==> config.mk <==
export PLATFORM = sky130hd
export DESIGN_NAME = load_store_unit_flat
export DESIGN_NICKNAME = d
export VERILOG_FILES = /design/src/rtl/load_store_unit_pkg.sv /design/src/rtl/load_store_unit_if.sv /design/src/rtl/load_store_unit_load_align.sv /design/src/rtl/load_store_unit.sv /design/src/flat_wrapper.sv
export SDC_FILE = /design/constraint.sdc
export NUM_CORES = 1
export LEC_CHECK = 0
export ABC_AREA = 1
export ABC_CLOCK_PERIOD_IN_PS = 2300
export BUFFER_PORTS_ARGS = -buffer_cell sky130_fd_sc_hd__buf_4
export CORE_MARGIN = 3
export CORE_UTILIZATION = 54
export DETAILED_ROUTE_END_ITERATION = 8
export PLACE_DENSITY_LB_ADDON = 0.3
export SYNTH_ARGS = -nofsm -noshare
export SYNTH_HDL_FRONTEND = slang
export SYNTH_SLANG_ARGS = --single-unit
==> constraint.sdc <==
create_clock -name clk -period 2.3 [get_ports clk]
set_clock_uncertainty 0.2 [all_clocks]
set_input_delay 0.23 -clock clk [delete_from_list [all_inputs] [get_ports clk]]
set_output_delay 0.23 -clock clk [all_outputs]
set_load 0.05 [all_outputs]
==> src/rtl/load_store_unit_pkg.sv <==
// Shared definitions for the load/store unit: funct3 width codes, the FSM
// state encoding, the default bus timeout and funct3 decode helpers.
package load_store_unit_pkg;

    localparam int LSU_TIMEOUT_DEF = 16;

    typedef enum logic [2:0] {
        F3_LB  = 3'b000,
        F3_LH  = 3'b001,
        F3_LW  = 3'b010,
        F3_LBU = 3'b100,
        F3_LHU = 3'b101
    } funct3_t;

    typedef enum logic [1:0] {
        SZ_B,
        SZ_H,
        SZ_W
    } lsu_size_t;

    typedef enum logic [1:0] {
        ST_IDLE,
        ST_WAIT,
        ST_DONE
    } lsu_state_t;

    // Reserved codes 011/110/111 fall through to a full word access.
    function automatic lsu_size_t f3_size(input logic [2:0] f3);
        case (f3)
            F3_LB, F3_LBU: return SZ_B;
            F3_LH, F3_LHU: return SZ_H;
            default:       return SZ_W;
        endcase
    endfunction

    function automatic logic f3_unsigned(input logic [2:0] f3);
        return (f3 == F3_LBU) || (f3 == F3_LHU);
    endfunction

endpackage

==> src/rtl/load_store_unit_if.sv <==
// Data-memory request/response bus between the load/store unit (master)
// and the data memory (slave).
interface load_store_unit_if;

    logic        dmem_req;
    logic        dmem_we;
    logic [31:0] dmem_addr;
    logic [31:0] dmem_wdata;
    logic [3:0]  dmem_be;
    logic        dmem_ack;
    logic [31:0] dmem_rdata;

    modport master (
        output dmem_req, dmem_we, dmem_addr, dmem_wdata, dmem_be,
        input  dmem_ack, dmem_rdata
    );

    modport slave (
        input  dmem_req, dmem_we, dmem_addr, dmem_wdata, dmem_be,
        output dmem_ack, dmem_rdata
    );

endinterface

==> src/rtl/load_store_unit_load_align.sv <==
// Load extraction: picks the byte/half addressed by the low address bits out
// of the returned word and sign- or zero-extends it to 32 bits.
module load_align
    import load_store_unit_pkg::*;
(
    input  logic [31:0] rdata,
    input  logic [1:0]  lo,
    input  lsu_size_t   size,
    input  logic        uns,
    output logic [31:0] data
);

    logic [7:0]  byte_sel;
    logic [15:0] half_sel;

    always_comb begin
        byte_sel = rdata[7:0];
        case (lo)
            2'd1:    byte_sel = rdata[15:8];
            2'd2:    byte_sel = rdata[23:16];
            2'd3:    byte_sel = rdata[31:24];
            default: byte_sel = rdata[7:0];
        endcase
        half_sel = lo[1] ? rdata[31:16] : rdata[15:0];

        case (size)
            SZ_B:    data = uns ? {24'b0, byte_sel} : {{24{byte_sel[7]}}, byte_sel};
            SZ_H:    data = uns ? {16'b0, half_sel} : {{16{half_sel[15]}}, half_sel};
            default: data = rdata;
        endcase
    end

endmodule

==> src/rtl/load_store_unit.sv <==
// RV32I load/store unit: one outstanding data-memory access with bus timeout.
// Optional LSU_MISALIGN_TRAP_EN: misaligned H/W accesses skip the bus and flag misalign.
//
// state | meaning
// ------+-------------------------------------------------------------
// IDLE  | no access; captures a request when req_valid=1
// WAIT  | dmem_req held with frozen bus fields until ack or timeout
// DONE  | one-cycle completion: lsu_done, optional bus_err / misalign
module load_store_unit
    import load_store_unit_pkg::*;
#(
    parameter int TIMEOUT_CYC = LSU_TIMEOUT_DEF
) (
    input  logic               clk,
    input  logic               rst_n,
    input  logic               req_valid,
    input  logic               mem_we,
    input  logic [2:0]         funct3,
    input  logic [31:0]        alu_result,
    input  logic [31:0]        rs2_data,
    load_store_unit_if.master  dmem,
    output logic               stall,
    output logic               lsu_done,
    output logic [31:0]        load_data,
    output logic               bus_err,
    output logic               misalign
);

    localparam int CNT_W = (TIMEOUT_CYC > 1) ? $clog2(TIMEOUT_CYC) : 1;
    localparam logic [CNT_W-1:0] CNT_LOAD = CNT_W'(TIMEOUT_CYC - 1);

    lsu_state_t       state_q, state_d;
    logic [31:0]      addr_q;
    logic [1:0]       lo_q;
    logic             we_q;
    lsu_size_t        size_q;
    logic             uns_q;
    logic [31:0]      wdata_q;
    logic [3:0]       be_q;
    logic [CNT_W-1:0] cnt_q;
    logic             err_q;
    logic             mis_q;
    logic [31:0]      load_data_q;

    lsu_size_t        size_in;
    logic             uns_in;
    logic [1:0]       lo_in;
    logic [31:0]      wdata_in;
    logic [3:0]       be_in;
    logic             trap;
    logic [31:0]      aligned_data;
    logic             in_wait;
    logic             capture;

    assign size_in = f3_size(funct3);
    assign uns_in  = f3_unsigned(funct3);

    // Lane steering; the low address bits are forced to natural alignment
    // so the word address and byte enables are always legal.
    always_comb begin
        lo_in    = alu_result[1:0];
        wdata_in = rs2_data;
        be_in    = 4'b1111;
        case (size_in)
            SZ_B: begin
                wdata_in = {4{rs2_data[7:0]}};
                be_in    = 4'b0001 << alu_result[1:0];
            end
            SZ_H: begin
                lo_in    = {alu_result[1], 1'b0};
                wdata_in = {2{rs2_data[15:0]}};
                be_in    = 4'b0011 << {alu_result[1], 1'b0};
            end
            default: begin
                lo_in    = 2'b00;
            end
        endcase
    end

`ifdef LSU_MISALIGN_TRAP_EN
    assign trap = ((size_in == SZ_H) && alu_result[0]) ||
                  ((size_in == SZ_W) && (alu_result[1:0] != 2'b00));
`else
    assign trap = 1'b0;
`endif

    always_comb begin
        state_d = state_q;
        case (state_q)
            ST_IDLE: if (req_valid) state_d = trap ? ST_DONE : ST_WAIT;
            ST_WAIT: if (dmem.dmem_ack || (cnt_q == '0)) state_d = ST_DONE;
            ST_DONE: state_d = ST_IDLE;
            default: state_d = ST_IDLE;
        endcase
    end

    assign in_wait = (state_q == ST_WAIT);
    assign capture = (state_q == ST_IDLE) && req_valid;

    load_align u_load_align (
        .rdata (dmem.dmem_rdata),
        .lo    (lo_q),
        .size  (size_q),
        .uns   (uns_q),
        .data  (aligned_data)
    );

    always_ff @(posedge clk or negedge rst_n) begin
        if (!rst_n) begin
            state_q     <= ST_IDLE;
            addr_q      <= '0;
            lo_q        <= '0;
            we_q        <= 1'b0;
            size_q      <= SZ_W;
            uns_q       <= 1'b0;
            wdata_q     <= '0;
            be_q        <= '0;
            cnt_q       <= '0;
            err_q       <= 1'b0;
            mis_q       <= 1'b0;
            load_data_q <= '0;
        end else begin
            state_q <= state_d;
            if (capture) begin
                addr_q  <= {alu_result[31:2], 2'b00};
                lo_q    <= lo_in;
                we_q    <= mem_we;
                size_q  <= size_in;
                uns_q   <= uns_in;
                wdata_q <= wdata_in;
                be_q    <= be_in;
                cnt_q   <= CNT_LOAD;
                err_q   <= 1'b0;
                mis_q   <= trap;
            end else if (in_wait) begin
                // Ack wins over a timeout expiring in the same cycle.
                if (dmem.dmem_ack) begin
                    if (!we_q) load_data_q <= aligned_data;
                end else if (cnt_q == '0) begin
                    err_q <= 1'b1;
                end else begin
                    cnt_q <= cnt_q - 1'b1;
                end
            end
        end
    end

    assign dmem.dmem_req   = in_wait;
    assign dmem.dmem_we    = in_wait & we_q;
    assign dmem.dmem_addr  = in_wait ? addr_q  : '0;
    assign dmem.dmem_wdata = in_wait ? wdata_q : '0;
    assign dmem.dmem_be    = in_wait ? be_q    : '0;

    assign stall     = capture | in_wait;
    assign lsu_done  = (state_q == ST_DONE);
    assign bus_err   = lsu_done & err_q;
    assign misalign  = lsu_done & mis_q;
    assign load_data = load_data_q;

endmodule

==> src/flat_wrapper.sv <==
// flat-port wrapper written by rule: the top's interface ports become plain ports
module load_store_unit_flat import load_store_unit_pkg::*;
#(
    parameter int TIMEOUT_CYC = LSU_TIMEOUT_DEF
)
  (clk, rst_n, req_valid, mem_we, funct3, alu_result, rs2_data, stall, lsu_done, load_data, bus_err, misalign, dmem_dmem_req, dmem_dmem_we, dmem_dmem_addr, dmem_dmem_wdata, dmem_dmem_be, dmem_dmem_ack, dmem_dmem_rdata);
  load_store_unit_if dmem_i ();
  input  logic clk;
  input  logic rst_n;
  input  logic req_valid;
  input  logic mem_we;
  input  logic [2:0] funct3;
  input  logic [31:0] alu_result;
  input  logic [31:0] rs2_data;
  output logic stall;
  output logic lsu_done;
  output logic [31:0] load_data;
  output logic bus_err;
  output logic misalign;
  output wire logic [$bits(dmem_i.dmem_req)-1:0] dmem_dmem_req;
  output wire logic [$bits(dmem_i.dmem_we)-1:0] dmem_dmem_we;
  output wire logic [$bits(dmem_i.dmem_addr)-1:0] dmem_dmem_addr;
  output wire logic [$bits(dmem_i.dmem_wdata)-1:0] dmem_dmem_wdata;
  output wire logic [$bits(dmem_i.dmem_be)-1:0] dmem_dmem_be;
  input wire logic [$bits(dmem_i.dmem_ack)-1:0] dmem_dmem_ack;
  input wire logic [$bits(dmem_i.dmem_rdata)-1:0] dmem_dmem_rdata;
  assign dmem_dmem_req = dmem_i.dmem_req;
  assign dmem_dmem_we = dmem_i.dmem_we;
  assign dmem_dmem_addr = dmem_i.dmem_addr;
  assign dmem_dmem_wdata = dmem_i.dmem_wdata;
  assign dmem_dmem_be = dmem_i.dmem_be;
  assign dmem_i.dmem_ack = dmem_dmem_ack;
  assign dmem_i.dmem_rdata = dmem_dmem_rdata;
  load_store_unit #(.TIMEOUT_CYC(TIMEOUT_CYC)) u_core (.clk(clk), .rst_n(rst_n), .req_valid(req_valid), .mem_we(mem_we), .funct3(funct3), .alu_result(alu_result), .rs2_data(rs2_data), .dmem(dmem_i), .stall(stall), .lsu_done(lsu_done), .load_data(load_data), .bus_err(bus_err), .misalign(misalign));
endmodule
==> results.cfg, run 1 <==
[clock_tree]
cts_root_buffer = clkbuf_8
cts_setup_buffers = 0
cts_inserted_buffers = 9
clkSlewWorstSetupHoldPaths_ns = 0.12
worstSkewPairLatency_ns = 0.37
cts.sinks = 111
cts_max_path_buffers = 2
cts-htree-levels = 3
cts_tree = done

[die]
die_w_um = 110
ios = 210
dieArea_sq_mm = 0.0120
row_count = 37
die_y_um = 110
initial_core_util = 0.558
core_area_sq_mm = 0.0104

[critical_path]
worstSetupEndpointType = output pin
worst_ep_arrival_time_ns = 1.73
critPathKind = flop to output pin
cp_max_fo = 32
required_ns = 1.87
worst_setup_path_start_kind = flop
r2r_slack_ns = 0.23

[timing]
setup_viol = 0
max_freq_mhz = 464
period_share = 0.938
rsz0062_at_grt = false
period_needed_ns = 2.16
hold_violations = 0
tightest_slew_ns = 0.581
relSlewSlack = 0.612
timing.setup.tns_ns = 0
report.final.slew_viol_count = 0
worst_slack_ns = 0.143

[drt]
routed_via_density = 5.25
avgRoutedWirePerCell_um = 15.5
postRouteAntennaNets = 0
via_count = 6123
dr.pass1.iters = 5
drc = 0
dr.first_iter.drc_count = 367
wirelength_um = 18100

[pwr]
total_power_mw = 12.2
ir_drop_v = 0.000914
powerDensity_mw_per_mm2 = 1460
p_leak_nw = 4.34

[yosys]
synthArstFlopShare = 1.00
synth_edf_count = 0
ys_types = 34
ys_seq_area_frac = 0.480
syn_area_sq_mm = 0.00579
synth.area.top_cells = dfrtp_1 48%, nand2_1 12%, o21ai_0 6.9%
ys.flop_type = dfrtp_1
synth_area_per_cell_sq_um = 7.58
synth_cells = 764
yosys_warnings = 0
synth_top_area_share = 0.475
ys_seq_elements = 111
synth_area_leader_cell = dfrtp_1

[hold_path]
hp-class = input port to flop

[finish]
post-route-util = 0.802
areaGrowthSynthToFinish_pct = 43.6
layout_commonest_cell = buf_4
finalNetCount = 1129
drive_gt1_frac = 0.273
most-common-layout-cells = 216 x buf_4, 184 x nand2_1, 110 x dfrtp_1

[global_routing]
grt_pass1_vias = 6084
grt_antenna_before_repair = 1
grt_overflow = 0
grt_pass1_wl_um = 28500
grt_max_degree = 53
grt_util_all_layers = 0.304

[status]
status = finished, final reports clean

[place]
gp_congestion = 0.885
hpwl_um = 11800
port_buffers = 206
dp_slack_ns = 0.531

[run]
cap_violations = 0
registers in the layout, indices dropped and copies added (netlist names):
register          flops
u_core.addr_q        30
u_core.be_q           4
u_core.cnt_q          4
u_core.err_q          1
u_core.lo_q           2
u_core.load_data     32
u_core.size_q         2
u_core.state_q        2
u_core.uns_q          1
u_core.wdata_q       32
u_core.we_q           1
power by group:
| part | internal, mW | leakage, nW | switching, mW | total [mW] |
|---|---|---|---|---|
| clock network | 0.420 | 0.0917 | 0.712 | 1.13 |
| registers | 2.91 | 1.32 | 0.439 | 3.35 |
| logic | 2.31 | 2.92 | 5.37 | 7.68 |
final timing paths:
path                                     startpoint              endpoint  cells past startpoint
worst min register to register   u_core.wdata_q[26]    u_core.wdata_q[26]                      2
worst min-delay path            dmem_dmem_rdata[23]  u_core.load_data[23]                      5
max in group asynchronous                     rst_n      u_core.size_q[1]                      3
worst max-delay path              u_core.state_q[0]    dmem_dmem_addr[10]                      6
min in group asynchronous                     rst_n     u_core.addr_q[18]                      2
worst max register to register    u_core.state_q[1]    u_core.wdata_q[20]                      6
worst max-delay path, stage by stage, from the launching register on:
cell and delay, ns:
dfrtp_1 0.42, inv_2 0.07, nor2_4 0.16, inv_4 0.13, buf_12 0.19, nor2_1 0.14, buf_4 0.23
cell type report:
| class | count | area, sq um |
|---|---|---|
| Multi-Input combinational cell | 499 | 2330 |
| Tap cell | 136 | 170 |
| Clock inverter | 5 | 51.3 |
| Inverter | 111 | 424 |
| Sequential cell | 111 | 2780 |
| Clock buffer | 11 | 131 |
| Antenna cell | 1 | 2.50 |
| Fill cell | 687 | 2050 |
| Timing Repair Buffer | 292 | 2430 |
what timing repair did:
action,4_1_cts,5_1_grt
gates resized for setup,0,2
hold buffers,71,0
endpoints found under the hold margin,121,0
setup endpoints to repair,0,3
synthesized netlist by cell type, types with 2 or more instances:
library cell,count
buf_4,7
a21oi_2,10
dfrtp_1,110
nand2_2,2
clkbuf_1,12
nand3_1,29
a21oi_1,32
o21a_1,2
a21boi_0,7
nand2_1,184
a31oi_1,7
or2_2,15
o21ai_0,80
nor2_4,3
o21ai_1,3
a22oi_1,6
inv_2,6
buf_2,19
nand3_2,6
nor3_1,2
buf_6,7
o22ai_1,2
nor2_1,99
inv_1,104
per-stage QoR:
step,hold WS [ns],area [sq um],instances
final,0.0124,8320,1166
after global routing,0.0143,8320,1166
after CTS,0.000176,8310,1165
after detailed placement,0.0232,7420,1078
after floorplan,-0.266,5800,766
after global placement,0.0236,7420,1078
cell families after synthesis:
family	Yosys count	synth area share
flops	111	0.480
fa+ha+maj	1	0.00216
simple gates	343	0.250
buf+inv	156	0.120
other cells	1	0.000648
compound gates	152	0.148
routing by layer:
layer | up-vias | share of wire | global-route usage
met5 | - | 0 | 0
met1 | 2835 | 0.37 | 0.370
met3 | 66 | 0.084 | 0.0611
met4 | 0 | 0.038 | 0.137
met2 | 334 | 0.50 | 0.522
li1 | 2888 | - | -
Power figures use the tool's default switching activity.
==> run 2: changes to the inputs <==
- ABC_CLOCK_PERIOD_IN_PS: 2300 -> 1900
- CORE_UTILIZATION: 54 -> 45
- PLACE_DENSITY: not set -> 0.74
- PLACE_DENSITY_LB_ADDON: 0.3 -> not set
- clock period: 2.3 -> 1.9 ns (I/O delays scaled with it)
==> results.cfg, run 2 (same netlist as run 1, synthesis figures left out) <==
[status]
status = finished with violations
violations = setup timing

[drt]
avgRoutedWirePerCell_um = 16.1
routed_via_density = 4.97
postRouteAntennaNets = 0
via_count = 6083
drc = 0
dr.first_iter.drc_count = 545
dr.pass1.iters = 5
wirelength_um = 19600

[timing]
rsz0062_at_grt = true
setup_viol = 12
report.final.slew_viol_count = 0
period_needed_ns = 1.93
period_share = 1.02
worst_slack_ns = -0.0300
hold_violations = 0
max_freq_mhz = 518

[hold_path]
holdCritStartpoint = dmem_dmem_rdata[20]
hold_end = u_core.load_data[20]
hold_depth = 5
hp-class = input port to flop

[finish]
fillers = 863
most-common-layout-cells = 181 x nand2_1, 155 x buf_4, 110 x dfrtp_1
areaGrowthSynthToFinish_pct = 63.5
drive_gt1_frac = 0.350
layout_commonest_cell = nand2_1
finalNetCount = 1154

[pwr]
powerDensity_mw_per_mm2 = 1800
p_leak_nw = 4.62
ir_drop_v = 0.00106
total_power_mw = 17.1

[critical_path]
reg2reg_depth = 10
required_ns = 1.51
cp_slowest_stage_delay_ns = 0.41
slowest_stage = dfrtp_1
cp_max_fo = 9
r2r-end = u_core.load_data[20]
r2r_slack_ns = 0.04
worstSetupEndpointType = output pin
path_cells = nor2_4 -> inv_8 -> buf_4 -> nor2_2 -> buf_6
critPathKind = flop to output pin
reg2reg_from = u_core.state_q[0]
worst_setup_path_start_kind = flop
worst_ep_arrival_time_ns = 1.54

[place]
hpwl_um = 12200
port_buffers = 206
dp_slack_ns = 0.0943
gp_congestion = 0.873

[run]
cap_violations = 0

[clock_tree]
cts_inserted_buffers = 9
cts_tree = done
cts_root_buffer = clkbuf_16
cts-htree-levels = 3
cts_max_path_buffers = 2
cts.sinks = 111
worstSkewPairLatency_ns = 0.35
clkSlewWorstSetupHoldPaths_ns = 0.07

[die]
initial_core_util = 0.470
dieArea_sq_mm = 0.0143
die_w_um = 119
ios = 210
row_count = 40
core_area_sq_mm = 0.0123
die_y_um = 119

[global_routing]
grt_antenna_before_repair = 0
grt_util_all_layers = 0.265
grt_pass1_vias = 6045
grt_max_degree = 76
grt_overflow = 0
grt_pass1_wl_um = 30300
## run 2: where the power goes
group / internal (mW) / leakage [nW] / switching, mW / total (mW)
Sequential: 3.53 / 1.32 / 0.521 / 4.05
Combinational: 3.77 / 3.15 / 7.37 / 11.1
Clock: 1.03 / 0.145 / 0.837 / 1.87
Total: 8.33 / 4.62 / 8.72 / 17.1
## run 2: how the worst max path moves through the flow
stage	startpoint	endpoint	slack [ns]	cells past startpoint
final	u_core.state_q[1]	dmem_dmem_wdata[15]	-0.03	5
after CTS	u_core.state_q[0]	dmem_dmem_wdata[6]	-0.04	7
after global placement	u_core.state_q[0]	dmem_dmem_addr[31]	0.13	6
after global routing	u_core.state_q[1]	dmem_dmem_wdata[6]	-0.09	6
after floorplan	u_core.state_q[1]	dmem_dmem_addr[31]	-0.18	4
after detailed placement	u_core.state_q[0]	dmem_dmem_addr[31]	0.09	6
## run 2: per-stage QoR
stage          instances  hold WS, ns  cell area (sq um)  setup TNS (ns)   util
3_5_place_dp        1117      -0.0701               7770               0  0.631
4_1_cts             1219     0.000136               9130          -0.118  0.742
6_report            1223       0.0113               9470          -0.124  0.769
2_1_floorplan        766       -0.306               6050           -8.55      -
5_1_grt             1222       0.0223               9470           -3.64  0.769
3_3_place_gp        1117      -0.0696               7770               0  0.631
## run 2: cell type report
type	instances	area (sq um)	share of cell area
timing repair buffer	316	3030	0.320
inverter	111	430	0.0455
clock inverter	2	12.5	0.00132
tap	168	210	0.0222
multi-input combinational	499	2710	0.287
antenna	1	2.50	0.000264
clock buffer	14	284	0.0300
timing repair inverter	1	6.26	0.000661
sequential	111	2780	0.294
## run 2: metal layers
metal	track usage	vias up	share of wire	wire length (um)
li1	-	2937	-	-
met1	0.322	2805	0.39	7690
met2	0.451	279	0.51	10000
met3	0.0565	62	0.064	1250
met4	0.120	0	0.035	680
met5	0	-	0	0
## run 2: what timing repair did
| item | 4_1_cts | 5_1_grt |
|---|---|---|
| pin swaps | 2 | 2 |
| gates resized for setup | 55 | 78 |
| setup buffers | 5 | 3 |
| cloned | 2 | 0 |
| hold endpoints to repair | 193 | 0 |
| hold buffers | 79 | 0 |
| setup endpoints to repair | 60 | 88 |
## run 2: worst max-delay path: cells and delay by family (launching register included)
kind / cells / cell delay, ns
and+or+nand+nor: 2 / 0.32
buffers and inverters: 3 / 0.46
DFF: 1 / 0.41
